**config.mk**
```make
export PLATFORM = sky130hd
export DESIGN_NAME = ret_addr_stack_flat
export DESIGN_NICKNAME = d
export VERILOG_FILES = /design/src/rtl/ret_addr_stack_if.sv /design/src/rtl/ret_addr_stack.sv /design/src/flat_wrapper.sv
export SDC_FILE = /design/constraint.sdc
export NUM_CORES = 1
export LEC_CHECK = 0
export BUFFER_PORTS_ARGS = -buffer_cell sky130_fd_sc_hd__buf_2
export CAP_MARGIN = 20
export CORE_MARGIN = 2
export CORE_UTILIZATION = 29
export DETAILED_ROUTE_END_ITERATION = 16
export PLACE_DENSITY_LB_ADDON = 0.1
export SYNTH_ARGS = -nofsm -noshare
export SYNTH_HDL_FRONTEND = slang
export SYNTH_SLANG_ARGS = --single-unit
```
**constraint.sdc**
```tcl
create_clock -name clk -period 6.4 [get_ports clk]
set_input_delay 0.96 -clock clk [delete_from_list [all_inputs] [get_ports clk]]
set_output_delay 0.96 -clock clk [all_outputs]
set_load 0.05 [all_outputs]
```
**src/rtl/ret_addr_stack_if.sv**
```systemverilog
// Control-path bus between the control unit (master) and the return-address stack (slave).
// Carries call/return requests, the PC to push, and the stack status and top value.
interface ret_addr_stack_if #(
  parameter int AW    = 10,
  parameter int DEPTH = 16
);
  localparam int CW = $clog2(DEPTH + 1);

  logic          push;
  logic          pop;
  logic          intr_ret;
  logic          err_clr;
  logic [AW-1:0] pc_in;
  logic [AW-1:0] top_out;
  logic [CW-1:0] count;
  logic          empty;
  logic          full;
  logic          overflow;
  logic          underflow;

  modport master (
    output push, pop, intr_ret, err_clr, pc_in,
    input  top_out, count, empty, full, overflow, underflow
  );

  modport slave (
    input  push, pop, intr_ret, err_clr, pc_in,
    output top_out, count, empty, full, overflow, underflow
  );
endinterface

```
**src/rtl/ret_addr_stack.sv**
```systemverilog
// Parametrised return-address stack: call pushes PC+1, return pops, push+pop replaces
// the top. Tracks occupancy and keeps sticky overflow/underflow flags.
module ret_addr_stack #(
  parameter int AW    = 10,
  parameter int DEPTH = 16
) (
  input  logic             clk,
  input  logic             reset,
  ret_addr_stack_if.slave  bus
);
  localparam int CW = $clog2(DEPTH + 1);
  localparam int IW = (DEPTH > 1) ? $clog2(DEPTH) : 1;

  logic [AW-1:0] mem_q [DEPTH];
  logic [CW-1:0] count_q, count_d;
  logic          overflow_q, overflow_d;
  logic          underflow_q, underflow_d;

  logic          wr_en;
  logic [IW-1:0] wr_idx;
  logic [AW-1:0] wr_data;
  logic [CW-1:0] top_cnt;
  logic [IW-1:0] top_idx;
  logic [AW-1:0] top_val;
  logic [AW-1:0] top_out;
  logic          empty;
  logic          full;

  assign empty   = (count_q == '0);
  assign full    = (count_q == CW'(DEPTH));
  assign top_cnt = count_q - CW'(1);
  assign top_idx = top_cnt[IW-1:0];
  assign wr_data = bus.pc_in + AW'(1);

  always_comb begin
    // NOTE: every output of this block gets a default first so no path infers a latch.
    count_d     = count_q;
    overflow_d  = overflow_q  & ~bus.err_clr;
    underflow_d = underflow_q & ~bus.err_clr;
    wr_en       = 1'b0;
    wr_idx      = count_q[IW-1:0];

    unique case ({bus.push, bus.pop})
      2'b10: begin
        if (full) begin
          overflow_d = 1'b1;
        end else begin
          wr_en   = 1'b1;
          count_d = count_q + CW'(1);
        end
      end
      2'b01: begin
        if (empty) underflow_d = 1'b1;
        else       count_d     = top_cnt;
      end
      2'b11: begin
        wr_en = 1'b1;
        if (empty) begin
          // Pop of nothing still flags, but the call half proceeds as a plain push.
          wr_idx      = '0;
          count_d     = CW'(1);
          underflow_d = 1'b1;
        end else begin
          wr_idx = top_idx;
        end
      end
      default: ;
    endcase
  end

  // NOTE: sequential state uses non-blocking assignments so all flops sample together.
  always_ff @(posedge clk or posedge reset) begin
    if (reset) begin
      count_q     <= '0;
      overflow_q  <= 1'b0;
      underflow_q <= 1'b0;
    end else begin
      count_q     <= count_d;
      overflow_q  <= overflow_d;
      underflow_q <= underflow_d;
    end
  end

  // NOTE: storage has no reset; entries at or above count are never observed.
  always_ff @(posedge clk) begin
    if (wr_en) mem_q[wr_idx] <= wr_data;
  end

  always_comb begin
    top_val = mem_q[top_idx];
    top_out = '0;
    if (!empty) top_out = bus.intr_ret ? (top_val - AW'(1)) : top_val;
  end

  assign bus.top_out   = top_out;
  assign bus.count     = count_q;
  assign bus.empty     = empty;
  assign bus.full      = full;
  assign bus.overflow  = overflow_q;
  assign bus.underflow = underflow_q;
endmodule

```
**src/flat_wrapper.sv**
```systemverilog
// flat-port wrapper written by rule: the top's interface ports become plain ports
module ret_addr_stack_flat 
#(
  parameter int AW    = 10,
  parameter int DEPTH = 16
)
  (clk, reset, bus_push, bus_pop, bus_intr_ret, bus_err_clr, bus_pc_in, bus_top_out, bus_count, bus_empty, bus_full, bus_overflow, bus_underflow);
  ret_addr_stack_if #(.AW(AW), .DEPTH(DEPTH)) bus_i ();
  input  logic clk;
  input  logic reset;
  input wire logic [$bits(bus_i.push)-1:0] bus_push;
  input wire logic [$bits(bus_i.pop)-1:0] bus_pop;
  input wire logic [$bits(bus_i.intr_ret)-1:0] bus_intr_ret;
  input wire logic [$bits(bus_i.err_clr)-1:0] bus_err_clr;
  input wire logic [$bits(bus_i.pc_in)-1:0] bus_pc_in;
  output wire logic [$bits(bus_i.top_out)-1:0] bus_top_out;
  output wire logic [$bits(bus_i.count)-1:0] bus_count;
  output wire logic [$bits(bus_i.empty)-1:0] bus_empty;
  output wire logic [$bits(bus_i.full)-1:0] bus_full;
  output wire logic [$bits(bus_i.overflow)-1:0] bus_overflow;
  output wire logic [$bits(bus_i.underflow)-1:0] bus_underflow;
  assign bus_i.push = bus_push;
  assign bus_i.pop = bus_pop;
  assign bus_i.intr_ret = bus_intr_ret;
  assign bus_i.err_clr = bus_err_clr;
  assign bus_i.pc_in = bus_pc_in;
  assign bus_top_out = bus_i.top_out;
  assign bus_count = bus_i.count;
  assign bus_empty = bus_i.empty;
  assign bus_full = bus_i.full;
  assign bus_overflow = bus_i.overflow;
  assign bus_underflow = bus_i.underflow;
  ret_addr_stack #(.AW(AW), .DEPTH(DEPTH)) u_core (.clk(clk), .reset(reset), .bus(bus_i));
endmodule
```
==> results of run 1 <==
[per-layer routing]
layer / vias up / routed length, um / track usage, %
met3: 13 / 678 / 2.41
met5: - / 0 / 0
met2: 97 / 8650 / 22.8
li1: 1957 / - / -
met4: 0 / 230 / 4.47
met1: 2218 / 8740 / 20.2
[path summary, 6_finish.rpt]
kind	from	end	cells past startpoint
min	reset	u_core.bus.count[3]	2
max	u_core.bus.count[0]	bus_top_out[8]	12
min in group clk	u_core.bus.overflow	u_core.bus.overflow	2
max reg2reg	u_core.bus.count[0]	u_core.mem_q[9][6]	7
max in group asynchronous	reset	u_core.bus.count[0]	2
min reg2reg	u_core.bus.overflow	u_core.bus.overflow	2
[power by group]
| part | switching (mW) | total [mW] | internal (mW) | leakage (nW) |
|---|---|---|---|---|
| logic | 1.55 | 2.39 | 0.838 | 1.13 |
| clock network | 0.411 | 1.02 | 0.612 | 0.286 |
| registers | 0.0898 | 1.41 | 1.32 | 1.53 |
[cells in the mapped netlist, types with 3 or more instances]
cell	count	share of area [%]
mux2i_1	23	3.1
buf_6	5	0.75
mux4_2	32	9.7
nor3_1	10	0.67
dfrtp_1	7	2.3
edfxtp_1	160	64
o31ai_1	4	0.40
nand3b_1	9	0.90
ha_1	5	0.84
nor2_1	42	2.1
clkbuf_1	16	0.80
xor2_1	5	0.59
a21oi_1	12	0.80
a32oi_1	5	0.59
nand3_1	7	0.47
nand2_1	31	1.6
mux2_2	5	0.75
xnor2_1	9	1.1
nor3b_1	14	1.4
inv_1	12	0.60
a22o_1	3	0.35
nor4b_1	3	0.35
o21ai_0	14	0.94
buf_2	6	0.40
nand4_1	4	0.34
[critical path: stages, from the launching register on]
cell and delay, ns:
dfrtp_4 0.61, inv_1 0.21, ha_1 0.40, xor2_2 0.59
mux4_2 0.58, mux2i_1 0.15, o22ai_1 0.17, inv_1 0.10
ha_1 0.14, nand2_1 0.13, or4_1 0.52, a21oi_1 0.17
buf_2 0.28
[metrics by stage]
stage          utilization (%)  power (mW)  cell area (um^2)  hold slack, ns  setup slack, ns
4_1_cts                   34.4        4.89              8690           0.466            0.667
3_5_place_dp              32.1        3.86              8110           0.533             1.16
2_1_floorplan                -        3.20              7470           0.748            0.690
3_3_place_gp              32.0        3.85              8090           0.526             1.25
6_report                  34.7        4.83              8760           0.466            0.948
5_1_grt                   34.7        5.11              8760           0.487            0.588
[area by class of cell]
cell class	instances	area [um^2]	area share [%]
timing repair buffer	63	414	4.73
multi-input combinational	268	2320	26.4
clock inverter	13	155	1.77
sequential	167	4980	56.9
antenna	1	2.50	0.0286
tap	330	413	4.71
clock buffer	19	433	4.94
inverter	12	45.0	0.514
[kinds of logic (layout without fill, tap and decap cells)]
family | count (synthesis) | count (layout) | share of synthesized area, %
XOR/XNOR | 16 | 16 | 2.08
flip-flops | 167 | 167 | 66.7
AO/OA/AOI/OAI | 51 | 51 | 4.93
adder cells (fa/ha/maj) | 5 | 5 | 0.838
multiplexers | 60 | 60 | 13.5
AND/OR/NAND/NOR | 136 | 136 | 9.40
buffers and inverters | 39 | 107 | 2.56
other | 0 | 1 | 0
[sequential cells by signal (all words and copies together) (netlist names)]
signal,cells
u_core.bus.count,5
u_core.mem_q,160
u_core.bus.overflow,1
u_core.bus.underflow,1
==> results.md, run 1 <==
- CP Capture Type: output port
- Hold_buf cts: 0
- WS Path Type: flip-flop to output port
- Die Wd: 164 um
- CTS tree: done
- Core ar.: 25300 um^2
- Yosys reg bits: 167
- Mapped cell area: 7470 um^2
- Num CTS Buffers: 17
- P_leak: 2.95 nW
- Arr. time, crit path: 4.49 ns
- I/O Buffers: 34
- GRT Total Usage: 14.4%
- Type of the tightest min-delay check: primary input to asynchronous set/reset pin
- Worst vdd ir: 827 uV
- Final WL: 18.3 mm
- Largest net degree at the start of global routing: 58
- Starting Density: 29.6%
- Initial DRT Pass Iterations: 4
- Die area: 27000 um^2
- Max Clock Skew: 0.00983 ns
- Die Height: 164 um
- Number of synthesized flops with an enable pin: 160
- Total Nets Final: 550
- Status: finished, final reports clean
- Register area share after synthesis: 66.7%
- Asr flop ratio synth: 4.19%
- Post-CTS sizing: 0
- RSZ-0062 raised after global routing: no
- Mapped Avg Cell Area: 15.8 um^2
- Via Count: 4285
- Initial DRC count: 317
- Main synth FF type: edfxtp_1
- Io pins: 35
- Initial antenna violation count: 0
- YS warnings: 0
- Max Root-Sink Buffers: 2
- Final HPWL from detailed placement: 12.4 mm
- Overflow after GRT: 0
- Crit path required time: 5.44 ns
- Worst Tran Pin Value: 0.895 ns
- Commonest non-fill, non-tap cell in the layout: edfxtp_1
- FMAX: 0.183 GHz
- Inst Count DP: 833
- Pwr dens: 551 nW/um^2
- WL per Instance: 21.0 um
- DR vias/cell: 4.91
- Routed Antenna Nets: 0
- Register-to-Register Setup Slack: 2.57 ns
- Final non-filler cell total: 873
- Sinks on the clock net: 167
- Vias in the first global route: 4288
- Clock Tree Root: clkbuf_16
- CP Launch Type: flip-flop
- Clock Latency Late Sink: 0.42 ns
- Max Cap Viol: 0
- P&R area growth vs syn: 17.4%
- Most frequent cells in the layout: edfxtp_1 (160), nor2_1 (41), buf_2 (34)
- Slew Limit Fails: 0
- Count of final setup violators: 0
- Row Count: 58
- First-pass GRT wire length: 27.7 mm
- Setup repair bufs after CTS: 0
- Setup TNS: 0 ns
- Final hold violations: 0
- Synth Net Count: 495
- Final Wtd Congestion: 0.771
- Fillers: 2421
- Min Tclk post-route: 5.45 ns
- DRC viols: 0
- Share of layout cells above drive strength 1: 25.6%
- Mapped Cells: 474
- Register clock-pin slew on the reported worst setup and hold paths: 0.07 ns
- H-tree depth: 4
- CP Max Fanout: 17
- Final period util: 85.2%
- Post-synthesis cell type count: 48
- Relative slew slack: 40.3%
Power figures use the tool's default switching activity.
==> run 2, diff against run 1 <==
- CORE_MARGIN: 2 -> 8
==> run 2 against run 1 <==
Compared with the run above: fmax fell by 2.7%; first-iteration DRC count rose by 16%; clock skew rose by 0.00096 ns; critical path type unchanged.
==> results.md, run 2 (same netlist as run 1, synthesis figures left out) <==
- CTS tree: done
- Die Wd: 176 um
- WL per Instance: 20.9 um
- DRC viols: 0
- Sw Share: 42.7%
- Min Tclk post-route: 5.60 ns
- Utilization after layout: 34.8%
- Final hold slack: 0.484 ns
- Slew Limit Fails: 0
- Largest net degree at the start of global routing: 56
- Starting Density: 29.6%
- Row Count: 58
- Max reg flops: 160
- Dpl cell area: 8130 um^2
- Setup TNS: 0 ns
- GRT Total Usage: 11.9%
- Initial DRC count: 369
- Num CTS Buffers: 17
- Register-to-Register Setup Slack: 2.55 ns
- Io pins: 35
- Final hold violations: 0
- RSZ-0062 raised after global routing: no
- FMAX: 0.178 GHz
- CP Max Fanout: 19
- CP Launch Type: flip-flop
- P_leak: 2.96 nW
- Pwr dens: 559 nW/um^2
- Inserted Diodes: 0
- Max Clock Skew: 0.0108 ns
- Final period util: 87.5%
- Status: finished, final reports clean
- Via Count: 4216
- Tot Pwr: 4.92 mW
- Total Nets Final: 549
- Worst Tran Pin Value: 0.924 ns
- Combinational power share: 48.8%
- Overflow after GRT: 0
- Setup repair bufs after CTS: 0
- Relative slew slack: 38.3%
- Biggest register: u_core.mem_q
- Arr. time, crit path: 4.64 ns
- Fillers: 2398
- Worst vdd ir: 544 uV
- Die Height: 176 um
- Final HPWL from detailed placement: 12.5 mm
- First-pass GRT wire length: 27.5 mm
- I/O Buffers: 34
- Internal Power: 2.82 mW
- P&R area growth vs syn: 17.8%
- CP Capture Type: output port
- Max Cap Viol: 0
- WS Path Type: flip-flop to output port
- Vias in the first global route: 4313
- Routed Antenna Nets: 0
- Commonest non-fill, non-tap cell in the layout: edfxtp_1
- Final Wtd Congestion: 0.794
- Clock Tree Root: clkbuf_16
- Final Instance Area: 8800 um^2
- Max Root-Sink Buffers: 2
- Sw power: 2.10 mW
- Crit path required time: 5.44 ns
- Core ar.: 25300 um^2
- Initial DRT Pass Iterations: 4
- Clock power frac: 22.4%
- DR vias/cell: 4.84
- Sinks on the clock net: 167
- Type of the tightest min-delay check: primary input to asynchronous set/reset pin
- Hold_buf cts: 0
- Die area: 31100 um^2
- Final WL: 18.2 mm
- Sequential power share: 28.8%
- Register clock-pin slew on the reported worst setup and hold paths: 0.07 ns
- Initial antenna violation count: 0
- Most frequent cells in the layout: edfxtp_1 (160), nor2_1 (40), buf_2 (34)
- H-tree depth: 4
- Post-CTS sizing: 0
- Clock Latency Late Sink: 0.42 ns
- Share of layout cells above drive strength 1: 26.2%
- Count of final setup violators: 0
==> run 2: path summary, 6_finish.rpt <==
kind / cells past startpoint / endpoint / start
max: 12 / bus_top_out[8] / u_core.bus.count[0]
min: 2 / u_core.bus.count[3] / reset
max reg2reg: 7 / u_core.mem_q[8][6] / u_core.bus.count[0]
min reg2reg: 2 / u_core.bus.underflow / u_core.bus.underflow
max in group asynchronous: 2 / u_core.bus.count[0] / reset
min in group clk: 2 / u_core.bus.underflow / u_core.bus.underflow
==> run 2: layout make-up <==
type | instances | area, um^2 | area share [%]
Sequential cell | 167 | 4980 | 56.6
Multi-Input combinational cell | 268 | 2320 | 26.4
Clock buffer | 17 | 425 | 4.84
Tap cell | 330 | 413 | 4.69
Timing Repair Buffer | 62 | 400 | 4.55
Clock inverter | 15 | 211 | 2.40
Inverter | 12 | 45.0 | 0.512
==> run 2: per-stage QoR <==
stage | cells | setup slack, ns
2_1_floorplan | 474 | 0.690
3_3_place_gp | 832 | 1.21
3_5_place_dp | 835 | 1.09
4_1_cts | 867 | 0.608
5_1_grt | 871 | 0.473
6_report | 871 | 0.797
==> run 2: layer usage <==
metal | track usage, % | vias to the layer above | part of all wire, %
li1 | - | 1955 | -
met1 | 15.9 | 2147 | 48
met2 | 18.8 | 97 | 46
met4 | 4.10 | 0 | 1.4
met3 | 2.61 | 17 | 4.1
met5 | 0 | - | 0
==> run 2: power by group through the flow <==
stage,sequential (mW),clock [mW],combinational [mW]
after floorplan,1.43,0,1.77
after global placement,1.44,0,2.43
after detailed placement,1.44,0,2.43
after CTS,1.42,1.12,2.44
after global routing,1.43,1.16,2.57
final,1.42,1.10,2.40
==> run 2: critical path, cell delays in order (launching register included) <==
cell	delay, ns
dfrtp_4	0.63
inv_1	0.24
ha_1	0.42
xor2_2	0.63
mux4_2	0.60
mux2i_1	0.16
o22ai_1	0.19
inv_1	0.10
ha_1	0.14
nand2_1	0.12
or4_1	0.52
a21oi_1	0.17
buf_2	0.29
